### src/rtl/sprite_fetch_sched_pkg.sv
// Shared types and constants for the sprite fetch scheduler.
// Fetch states are ordered so the fetch steps form a contiguous range.
package sprite_fetch_sched_pkg;

  typedef enum logic [3:0] {
    F_IDLE,
    F_WAIT,
    F_OAM0,
    F_OAM1,
    F_LO0,
    F_LO1,
    F_HI0,
    F_HI1,
    F_DONE,
    F_CLR
  } fetch_state_e;

  typedef enum logic {
    S_IDLE,
    S_EVAL
  } scan_state_e;

  localparam int unsigned EVAL_CYCLES_DEFAULT = 80;
  localparam logic        VRAM_SPR_BANK       = 1'b0;

  // States in which a pending fetch can still be abandoned.
  function automatic logic fetch_abortable(fetch_state_e s);
    return (s >= F_WAIT) && (s <= F_HI1);
  endfunction

endpackage

### src/rtl/sprite_fetch_sched_oam_scan_timer.sv
// OAM scan window sequencer: eval-reset pulse at line start, then EVAL_CYCLES ce of oam_eval.
module oam_scan_timer
  import sprite_fetch_sched_pkg::*;
#(
  parameter int unsigned EVAL_CYCLES = EVAL_CYCLES_DEFAULT
) (
  input  logic i_clk,
  input  logic i_reset,
  input  logic i_ce,
  input  logic i_lcd_on,
  input  logic i_line_start,
  input  logic i_vblank,
  output logic o_oam_eval_reset,
  output logic o_oam_eval,
  output logic o_scan_idle
);

  localparam logic [6:0] EvalLast = 7'(EVAL_CYCLES);

  scan_state_e r_state, w_state_d;
  logic [6:0]  r_cnt, w_cnt_d;
  logic        r_eval_reset, w_eval_reset_d;
  logic        r_eval, w_eval_d;

  always_ff @(posedge i_clk or posedge i_reset) begin
    if (i_reset) begin
      r_state      <= S_IDLE;
      r_cnt        <= '0;
      r_eval_reset <= 1'b0;
      r_eval       <= 1'b0;
    end else if (i_ce) begin
      if (!i_lcd_on) begin
        r_state      <= S_IDLE;
        r_cnt        <= '0;
        r_eval_reset <= 1'b0;
        r_eval       <= 1'b0;
      end else begin
        r_state      <= w_state_d;
        r_cnt        <= w_cnt_d;
        r_eval_reset <= w_eval_reset_d;
        r_eval       <= w_eval_d;
      end
    end
  end

  // A new line always restarts the window, even mid-scan.
  always_comb begin
    w_state_d = r_state;
    w_cnt_d   = r_cnt;
    if (i_line_start) begin
      w_state_d = i_vblank ? S_IDLE : S_EVAL;
      w_cnt_d   = '0;
    end else if (r_state == S_EVAL) begin
      if (r_cnt == EvalLast) begin
        w_state_d = S_IDLE;
        w_cnt_d   = '0;
      end else begin
        w_cnt_d = r_cnt + 7'd1;
      end
    end
  end

  always_comb begin
    w_eval_reset_d = i_line_start;
    w_eval_d       = !i_line_start && (r_state == S_EVAL) && (r_cnt != EvalLast);
  end

  assign o_oam_eval_reset = r_eval_reset;
  assign o_oam_eval       = r_eval;
  assign o_scan_idle      = (r_state == S_IDLE);

endmodule

### src/rtl/sprite_fetch_sched.sv
// Per-line sprite scheduler: OAM scan window plus the mode-3 sprite pattern fetch,
// stalling the background fetcher and reading both pattern bytes from VRAM.
module sprite_fetch_sched
  import sprite_fetch_sched_pkg::*;
#(
  parameter int unsigned EVAL_CYCLES = EVAL_CYCLES_DEFAULT
) (
  input  logic        clk,
  input  logic        reset,
  input  logic        ce,
  input  logic        lcd_on,
  input  logic        line_start,
  input  logic        vblank,
  input  logic        mode3,
  input  logic        bg_fetch_ready,
  input  logic        sprite_fetch,
  input  logic [10:0] sprite_addr,
  input  logic [7:0]  vram_data,
  output logic        oam_eval_reset,
  output logic        oam_eval,
  output logic        oam_fetch,
  output logic        sprite_fetch_done,
  output logic        bg_stall,
  output logic        vram_rd,
  output logic [12:0] vram_addr,
  output logic [7:0]  spr_lo,
  output logic [7:0]  spr_hi,
  output logic        spr_valid
);

  fetch_state_e r_state, w_state_d;
  logic         w_scan_idle;
  logic         w_oam_eval;
  logic         w_start;
  logic         w_abort;
  logic         r_addr_hi;
  logic [7:0]   r_lo, r_hi;

  oam_scan_timer #(
    .EVAL_CYCLES(EVAL_CYCLES)
  ) u_scan (
    .i_clk           (clk),
    .i_reset         (reset),
    .i_ce            (ce),
    .i_lcd_on        (lcd_on),
    .i_line_start    (line_start),
    .i_vblank        (vblank),
    .o_oam_eval_reset(oam_eval_reset),
    .o_oam_eval      (w_oam_eval),
    .o_scan_idle     (w_scan_idle)
  );

  assign oam_eval  = w_oam_eval;
  assign oam_fetch = lcd_on & ~reset & mode3 & ~w_oam_eval;
  assign w_start   = sprite_fetch & oam_fetch & w_scan_idle;
  assign w_abort   = line_start | ~mode3 | ~sprite_fetch;

  always_ff @(posedge clk or posedge reset) begin
    if (reset) begin
      r_state <= F_IDLE;
    end else if (ce) begin
      r_state <= lcd_on ? w_state_d : F_IDLE;
    end
  end

  // F_CLR chains straight into F_WAIT when another same-x sprite is pending.
  always_comb begin
    w_state_d = r_state;
    if (fetch_abortable(r_state) && w_abort) begin
      w_state_d = F_IDLE;
    end else begin
      unique case (r_state)
        F_IDLE:  w_state_d = w_start ? F_WAIT : F_IDLE;
        F_WAIT:  w_state_d = bg_fetch_ready ? F_OAM0 : F_WAIT;
        F_OAM0, F_OAM1, F_LO0, F_LO1, F_HI0, F_HI1:
                 w_state_d = fetch_state_e'(r_state + 4'd1);
        F_DONE:  w_state_d = F_CLR;
        F_CLR:   w_state_d = w_start ? F_WAIT : F_IDLE;
        default: w_state_d = F_IDLE;
      endcase
    end
  end

  always_comb begin
    bg_stall          = (r_state != F_IDLE) && (r_state != F_CLR);
    vram_rd           = (r_state == F_LO0) || (r_state == F_HI0);
    sprite_fetch_done = (r_state == F_DONE);
    spr_valid         = (r_state == F_DONE);
  end

  // Read data arrives the ce after the strobe, i.e. while in F_LO1 / F_HI1.
  always_ff @(posedge clk or posedge reset) begin
    if (reset) begin
      r_addr_hi <= 1'b0;
      r_lo      <= '0;
      r_hi      <= '0;
    end else if (ce) begin
      if (!lcd_on) begin
        r_addr_hi <= 1'b0;
        r_lo      <= '0;
        r_hi      <= '0;
      end else begin
        if (w_state_d == F_LO0) r_addr_hi <= 1'b0;
        if (w_state_d == F_HI0) r_addr_hi <= 1'b1;
        if (r_state == F_LO1 && w_state_d == F_HI0) r_lo <= vram_data;
        if (r_state == F_HI1 && w_state_d == F_DONE) r_hi <= vram_data;
      end
    end
  end

  assign vram_addr = {VRAM_SPR_BANK, sprite_addr, r_addr_hi};
  assign spr_lo    = r_lo;
  assign spr_hi    = r_hi;

endmodule

### config.mk
export PLATFORM = sky130hd
export DESIGN_NAME = sprite_fetch_sched
export DESIGN_NICKNAME = d
export VERILOG_FILES = /design/src/rtl/sprite_fetch_sched_pkg.sv /design/src/rtl/sprite_fetch_sched_oam_scan_timer.sv /design/src/rtl/sprite_fetch_sched.sv
export SDC_FILE = /design/constraint.sdc
export NUM_CORES = 1
export LEC_CHECK = 0
export CORE_MARGIN = 5
export CORE_UTILIZATION = 52
export CTS_BUF_LIST = sky130_fd_sc_hd__clkbuf_2
export DETAILED_ROUTE_END_ITERATION = 8
export GPL_ROUTABILITY_DRIVEN = 0
export HOLD_SLACK_MARGIN = 0.02
export PLACE_DENSITY = 0.89
export SLEW_MARGIN = 20
export SYNTH_ARGS = -nofsm -noshare
export SYNTH_HDL_FRONTEND = slang
export SYNTH_HIERARCHICAL = 1
export SYNTH_SLANG_ARGS = --single-unit
### constraint.sdc
create_clock -name clk -period 4.94 [get_ports clk]
set_input_delay 0.741 -clock clk [delete_from_list [all_inputs] [get_ports clk]]
set_output_delay 0.741 -clock clk [all_outputs]
set_load 0.02 [all_outputs]
==> results of run 1 <==
==> cell type report <==
class                           count  area (sq um)
Sequential cell                    31           776
Timing Repair Buffer               40           400
Fill cell                         342          1550
Clock buffer                        5          25.0
Multi-Input combinational cell    142          1050
Inverter                           18          67.6
Tap cell                           50          62.6
Clock inverter                      2          8.76
==> Yosys cell counts (4+ instances only) <==
cell type / number
nor2_1: 8
buf_4: 15
a221o_1: 6
o2bb2ai_1: 4
ha_1: 7
a22o_1: 9
buf_2: 4
nor4_1: 4
inv_1: 17
nand2_1: 22
nand3_1: 4
o21ai_0: 5
a21oi_1: 9
dfrtp_1: 31
and3_1: 6
==> layer usage <==
layer | global-route usage [%] | share of wire [%]
met5 | 0 | 0
met4 | 4.30 | 0.49
met3 | 5.37 | 6.9
met2 | 29.9 | 50
met1 | 24.0 | 43
==> path summary, 6_finish.rpt <==
kind,from,slack (ns),to
max,lcd_on,1.44,oam_fetch
min,spr_hi[1]$_DFFE_PP0P_,0.52,spr_hi[1]$_DFFE_PP0P_
max reg2reg,r_state[1]$_DFFE_PP0P_,2.40,spr_lo[0]$_DFFE_PP0P_
min reg2reg,spr_hi[1]$_DFFE_PP0P_,0.52,spr_hi[1]$_DFFE_PP0P_
max in group asynchronous,reset,3.60,r_state[0]$_DFFE_PP0P_
min in group asynchronous,reset,0.66,u_scan/r_cnt[5]$_DFFE_PP0P_
==> worst reg2reg max path, cell delays in order, from the launching register on <==
cell and delay [ns]:
dfrtp_1 0.48, inv_1 0.15, ha_1 0.38, nor3_1 0.13
a2bb2oi_1 0.17, a311oi_2 0.66, and2_4 0.33, o221ai_1 0.13
==> cells in the final DEF, fill, tap and decap left out, types with 3 or more instances in the layout <==
cell type and n:
clkdlybuf4s50_1 40, dfrtp_1 31, nand2_1 22, inv_1 17
a22o_1 9, a21oi_1 9, nor2_1 8, ha_1 7
and3_1 6, a221o_1 6, o21ai_0 5, clkbuf_2 5
o2bb2ai_1 4, nand3_1 4, nor4_1 4, and3b_1 3
o21ai_1 3, nor3_1 3, and2_1 3, mux2i_1 3
nand2b_1 3, nand4_1 3
==> per-stage QoR <==
step	cell area [sq um]	total power, mW	std cells	util (%)
after CTS	2390	0.466	288	60.7
after detailed placement	2360	0.352	281	59.9
final	2390	0.461	288	60.7
after global placement	2360	0.350	281	59.9
after global routing	2390	0.487	288	60.7
after floorplan	2080	0.332	216	-
==> where the power goes <==
| part | total (mW) | internal, mW | switching, mW |
|---|---|---|---|
| registers | 0.267 | 0.260 | 0.00667 |
| clock network | 0.114 | 0.0298 | 0.0839 |
| logic | 0.0804 | 0.0351 | 0.0453 |
==> state kept, by name, indices dropped and copies added, names as in the netlist <==
signal	flops
r_state	4
u_scan/o_oam_eval_reset	1
spr_hi	8
spr_lo	8
u_scan/r_state	1
u_scan/o_oam_eval	1
r_addr_hi	1
u_scan/r_cnt	7
==> kinds of logic after synthesis <==
group / Yosys count / synth area share [%]
simple gates: 71 / 20.5
compound gates: 58 / 23.3
buf+inv: 43 / 11.9
flops: 31 / 37.3
fa+ha+maj: 7 / 4.22
mux: 5 / 2.53
other cells: 1 / 0.181
==> results.cfg, run 1 <==
[global_route]
grt.overflow.total = 0
grt_max_degree = 23
grt_pass1_vias = 1641
antenna_found_initial = 0
track_usage_pct = 18.4
grt_pass1_wl_mm = 7.67

[synthesis]
syn_nets = 251
synth_ff_type = dfrtp_1
ys_ff_latch = 31
ys_seq_area_share_pct = 37.3
synthCells = 216
syn_area_per_cell_sq_um = 9.62
synth_area_leader_cell = dfrtp_1
synth_edf_count = 0
synth_area_sq_mm = 0.00208
synth_warnings = 6
synth_top_cell_area_share_pct = 37.3
synth.area.top_cells = dfrtp_1 (37%), buf_4 (5.4%), ha_1 (4.2%), nand2_1 (4.0%), a22o_1 (3.8%)
async_reset_ff_share_pct = 100
synth_cell_types = 58

[run_status]
status = complete, no violations

[timing]
finalHoldViolCount = 0
setup-tns-final_ns = 0
clock.fmax_ghz = 0.286
fin_worst_skew_ns = 0.0192
period_needed_ns = 3.50
period_share_pct = 70.9
finalSetupViolCount = 0
tightest_slew_ns = 0.794
setup_slack_ns = 1.44
maxSlewViolCount = 0
slew_headroom_pct = 47.0
rsz0062_at_grt = no
timing.hold.ws_ns = 0.520

[setup_path]
cp_cell_sequence = clkdlybuf4s50_1 -> or3b_1 -> nor2_1 -> clkdlybuf4s50_1
end_kind = output port
worstPathRequired_ns = 4.20
startpoint_type = input pin
worstPathArrival_ns = 2.76
cp.depth = 4
crit_top_cell = clkdlybuf4s50_1
worst-path-max-fanout = 20
r2r_cells = 7
path_buf_inv = 2
crit_slowest_cell = clkdlybuf4s50_1
cpPeakStageDelay_ns = 0.86
critical-path-top-delay-family = buffers and inverters
critical_path_class = input pin to output port

[cts]
h-tree-depth = 2
cts.hold.buffers_added = 0
cts_tree = built
clk_pin_slew_ns = 0.14
worstSkewPairLatency_ns = 0.37
cts.sinks = 31
clockBufferDepth = 2
cts_buffers = 5
cts_setup_buffers = 0
root_buffer = clkbuf_2
cts_resized = 0

[finish]
num_antenna_cells = 0
area_growth_pct = 15.3
drive_gt1_share_pct = 9.24
nets = 273

[place]
pre_cts_ws_ns = 1.47
numPortBuffers = 40
place_hpwl_mm = 3.41

[route]
drt-initial-drc-count = 137
wl_mm = 4.51
num_vias = 1689
routedWlPerCell_microns = 15.7
drc = 0
dr.pass1.iters = 4
viasPerCell = 5.86
antenna_left = 0

[floorplan]
die_h_microns = 73.2
die_w_microns = 73.2
ios = 64
fp-row-count = 23
start_util_pct = 52.7
core-area_sq_mm = 0.00394
dieArea_sq_mm = 0.00536

[power_and_ir_drop]
p_per_area_mw_per_mm2 = 193
ir_drop_v = 0.000157
p_leak_nw = 1.03

[worst_hold_path]
hold_path_class = flip-flop to flip-flop
min_path_cells = 1

[job]
drv_cap = 0
(Power assumes the default switching activity.)
==> inputs of run 2 (changes only) <==
CORE_UTILIZATION = 48   (was 52)
PLACE_DENSITY = 0.83   (was 0.89)
clock period = 3.26 ns   (was 4.94 ns; I/O delays follow)
==> run 2 against run 1 <==
Effect of this change:
- clock power increased by 130%
- total power up 71%
- cell count up 2.1%
- critical path type is now flip-flop to output port
- critical endpoint is now bg_stall
- largest cell class unchanged
==> results.cfg, run 2 (same netlist as run 1, synthesis figures left out) <==
[global_route]
grt.overflow.total = 0
grt-busiest-layer = met2
grt_pass1_wl_mm = 7.67
grt_pass1_vias = 1632
gr-usage-met3_pct = 4.22
use_met2_pct = 26.8
track_usage_pct = 17.2
met1_usage_pct = 24.0
grt_max_degree = 23
antenna_found_initial = 0

[setup_path]
worstPathArrival_ns = 2.34
startpoint_type = flip-flop
worst-path-max-fanout = 9
critical_path_class = flip-flop to output port
cpPeakStageDelay_ns = 0.54
r2r_slack_ns = 0.96
r2r_end = spr_lo[5]$_DFFE_PP0P_
worstPathRequired_ns = 2.77
reg2reg_from = r_state[1]$_DFFE_PP0P_
critical-path-top-delay-family = buffers and inverters
path_buf_inv = 2
end_kind = output port
r2r_cells = 8
crit_slowest_cell = clkdlybuf4s50_1
cp_cell_sequence = inv_1 -> ha_1 -> mux2i_1 -> or2_2 -> clkdlybuf4s50_1

[floorplan]
start_util_pct = 48.7
core-area_sq_mm = 0.00426
die_w_microns = 75.8
fp-row-count = 24
ios = 64
die_h_microns = 75.8
dieArea_sq_mm = 0.00574

[power_and_ir_drop]
sw_frac_of_total_pct = 26.9
p_leak_nw = 1.06
power_switching_mw = 0.212
power_mw = 0.788
seqPwrFrac_pct = 51.3
p_per_area_mw_per_mm2 = 322
ir_drop_v = 0.000232
comb_power_share_pct = 15.9
p_int_mw = 0.576
pwr-share-clk_pct = 32.8

[route]
dr.pass1.iters = 4
drt-initial-drc-count = 145
antenna_left = 0
viasPerCell = 5.83
num_vias = 1713
routedWlPerCell_microns = 15.8
drc = 0
wl_mm = 4.64

[timing]
maxSlewViolCount = 0
clock.fmax_ghz = 0.353
slew_headroom_pct = 45.8
finalHoldViolCount = 0
period_share_pct = 86.9
rsz0062_at_grt = no
finalSetupViolCount = 0
timing.hold.ws_ns = 0.459
period_needed_ns = 2.83
tightest_slew_ns = 0.811
fin_worst_skew_ns = 0.0175
setup_slack_ns = 0.429
setup-tns-final_ns = 0

[finish]
mostFrequentLayoutCell = clkdlybuf4s50_1
area_growth_pct = 18.0
final_util_pct = 57.5
drive_gt1_share_pct = 10.7
final_cell_mix = clkdlybuf4s50_1 (40), dfrtp_1 (31), nand2_1 (22)
num_antenna_cells = 0
nets = 276

[cts]
cts_resized = 0
h-tree-depth = 2
root_buffer = clkbuf_2
clockBufferDepth = 2
cts_setup_buffers = 0
clk_pin_slew_ns = 0.16
cts.hold.buffers_added = 0
worstSkewPairLatency_ns = 0.36
cts.sinks = 31
cts_buffers = 5
cts_tree = built

[run_status]
status = complete, no violations

[place]
place_hpwl_mm = 3.45
pre_cts_ws_ns = 0.711
numPortBuffers = 40

[job]
drv_cap = 0

[worst_hold_path]
hold_path_class = input pin to async pin
[run 2: layout make-up]
cell class,count,area (sq um)
sequential,31,776
tap,52,65.1
clock inverter,3,38.8
inverter,18,67.6
timing repair buffer,43,423
clock buffer,5,25.0
fill,389,1810
multi-input combinational,142,1050
[run 2: stage by stage]
step | cell area (sq um) | instances
after global routing | 2450 | 294
after CTS | 2450 | 294
after global placement | 2390 | 286
after detailed placement | 2390 | 286
final | 2450 | 294
after floorplan | 2080 | 216
[run 2: worst reg2reg max path, delay by kind of cell (launching register included)]
kind | cells | cell delay [ns]
AO/OA/AOI/OAI | 3 | 0.63
adder cells (fa/ha/maj) | 1 | 0.32
buffers and inverters | 2 | 0.32
AND/OR/NAND/NOR | 2 | 0.47
flip-flops | 1 | 0.49
[run 2: worst max path at each step]
stage,start,endpoint,slack (ns),depth (start not counted)
2_1_floorplan,r_state[1]$_DFFE_PP0P_,spr_lo[5]$_DFFE_PP0P_,1.17,10
3_3_place_gp,lcd_on,oam_fetch,0.73,4
3_5_place_dp,reset,oam_fetch,0.71,4
4_1_cts,r_state[1]$_DFFE_PP0P_,bg_stall,0.43,5
5_1_grt,r_state[1]$_DFFE_PP0P_,bg_stall,0.30,5
6_report,r_state[1]$_DFFE_PP0P_,bg_stall,0.43,5
[run 2: power groups by stage]
stage	Clock (mW)	Sequential, mW	Combinational (mW)
after floorplan	0	0.416	0.0869
after global placement	0	0.411	0.122
after detailed placement	0	0.411	0.125
after CTS	0.262	0.404	0.125
after global routing	0.281	0.406	0.139
final	0.259	0.404	0.125
[run 2: per-layer routing]
metal,part of all wire [%],vias to the layer above,routed length (microns)
met3,7.3,4,338
li1,-,826,-
met5,0,-,0
met4,0.50,0,23
met1,43,824,2000
met2,49,59,2280
==> inputs of run 3 (changes only) <==
--- a/config.mk
+++ b/config.mk
@@ -8,3 +8,3 @@
 export CORE_MARGIN = 5
-export CORE_UTILIZATION = 48
+export CORE_UTILIZATION = 45
 export CTS_BUF_LIST = sky130_fd_sc_hd__clkbuf_2
@@ -13,3 +13,3 @@
 export HOLD_SLACK_MARGIN = 0.02
-export PLACE_DENSITY = 0.83
+export PLACE_DENSITY = 0.78
 export SLEW_MARGIN = 20
==> constraint.sdc (replaced) <==
create_clock -name clk -period 3.26 [get_ports clk]
set_input_delay 0.815 -clock clk [delete_from_list [all_inputs] [get_ports clk]]
set_output_delay 0.815 -clock clk [all_outputs]
set_load 0.02 [all_outputs]
==> run 3 against run 2 <==
Effect of this change:
- utilization is 2.2 points lower
- total power shrank 9.2%
- clock skew rose by 0.010 ns
- clock-buffer cell count is the same
- non-clock buffer count grew 1
- first-iteration DRC count up 14%
- via count down 0.58%
- worst setup slack worse by 0.25 ns
- critical endpoint unchanged
- clock power is 28% lower
- flip-flop and latch count did not move
- die area is 5.8% higher
==> results.cfg, run 3 (same netlist as run 1, synthesis figures left out) <==
[timing]
tightest_slew_ns = 0.803
finalSetupViolCount = 0
slew_headroom_pct = 46.4
finalHoldViolCount = 0
rsz0062_at_grt = no
period_share_pct = 94.4
clock.fmax_ghz = 0.325
setup-tns-final_ns = 0
fin_worst_skew_ns = 0.0275
maxSlewViolCount = 0
period_needed_ns = 3.08

[setup_path]
r2r_slack_ns = 0.90
worstPathArrival_ns = 2.26
reg2reg_from = r_state[0]$_DFFE_PP0P_
crit_slowest_cell = clkdlybuf4s50_1
cp_cell_sequence = inv_1 -> ha_2 -> mux2i_1 -> or2_2 -> clkdlybuf4s50_1
startpoint_type = flip-flop
end_kind = output port
path_buf_inv = 2
cpPeakStageDelay_ns = 0.54
crit_path_start = r_state[1]$_DFFE_PP0P_
critical-path-top-delay-family = buffers and inverters
worst-path-max-fanout = 9
worstPathRequired_ns = 2.44
critical_path_class = flip-flop to output port

[cts]
cts.hold.buffers_added = 0
worstSkewPairLatency_ns = 0.36
cts_setup_buffers = 0
cts_tree = built
h-tree-depth = 2
clockBufferDepth = 2
cts.sinks = 31
root_buffer = clkbuf_2
clk_pin_slew_ns = 0.18
cts_buffers = 5

[floorplan]
start_util_pct = 47.1
die_h_microns = 77.9
die_w_microns = 77.9
ios = 64
fp-row-count = 24
dieArea_sq_mm = 0.00607
core-area_sq_mm = 0.00441

[finish]
layout.cells.non_filler = 295
drive_gt1_share_pct = 11.5
final_cell_area_sq_mm = 0.00244
final_util_pct = 55.3
final_cell_mix = clkdlybuf4s50_1 (39), dfrtp_1 (31), nand2_1 (22)
area_growth_pct = 17.5
nets = 277
mostFrequentLayoutCell = clkdlybuf4s50_1
num_antenna_cells = 0

[power_and_ir_drop]
p_per_area_mw_per_mm2 = 293
power_mw = 0.716
p_leak_nw = 1.07
ir_drop_v = 0.000201

[place]
place_hpwl_mm = 3.42
dp_cells = 287
numPortBuffers = 40
place_area_sq_mm = 0.00239

[route]
viasPerCell = 5.77
drc = 0
wl_mm = 4.61
dr.pass1.iters = 4
num_vias = 1703
routedWlPerCell_microns = 15.6
antenna_left = 0
drt-initial-drc-count = 166

[job]
drv_cap = 0

[global_route]
grt_pass1_vias = 1660
grt.overflow.total = 0
grt_pass1_wl_mm = 7.92
antenna_found_initial = 0
grt_max_degree = 22
track_usage_pct = 15.7

[run_status]
status = complete, no violations

[worst_hold_path]
min-delay-start = spr_hi[3]$_DFFE_PP0P_
hold_path_class = flip-flop to flip-flop
## run 3: repair_timing
action	4_1_cts	5_1_grt
setup endpoints to repair	0	2
endpoints found under the hold margin	0	0
gates resized for setup	0	3
## run 3: worst paths after layout
kind                                                        to  cells past startpoint
min reg2reg                              spr_hi[3]$_DFFE_PP0P_                      1
min                                      spr_hi[3]$_DFFE_PP0P_                      1
max                                                   bg_stall                      5
min in group asynchronous  u_scan/o_oam_eval_reset$_DFFE_PP0P_                      2
max in group asynchronous                spr_hi[4]$_DFFE_PP0P_                      2
max reg2reg                              spr_lo[3]$_DFFE_PP0P_                      8
## run 3: stage by stage
stage / hold WS (ns) / setup slack (ns)
final: 0.524 / 0.183
after global routing: 0.544 / 0.0328
after CTS: 0.530 / 0.0561
after detailed placement: 0.489 / 0.0586
after global placement: 0.486 / 0.0593
after floorplan: 0.475 / 0.836
## run 3: per-layer routing
metal / share of wire (%) / GRT usage [%] / wire (microns) / vias to the layer above
li1: - / - / - / 822
met1: 45 / 20.8 / 2080 / 842
met2: 49 / 25.5 / 2270 / 35
met3: 5.3 / 4.28 / 243 / 4
met4: 0.41 / 3.72 / 19 / 0
met5: 0 / 0 / 0 / -
## run 3: final cells by class
cell class                 instances  area [sq um]
clock buffer                       5          25.0
clock inverter                     3          15.0
fill                             393          1970
inverter                          18          67.6
multi-input combinational        142          1060
sequential                        31           776
tap                               52          65.1
timing repair buffer              44           433
## run 3: report_power, final
group | total, mW | switching (mW) | internal, mW
Combinational | 0.125 | 0.0699 | 0.0553
Sequential | 0.404 | 0.00978 | 0.395
Clock | 0.186 | 0.139 | 0.0480
Total | 0.716 | 0.218 | 0.498
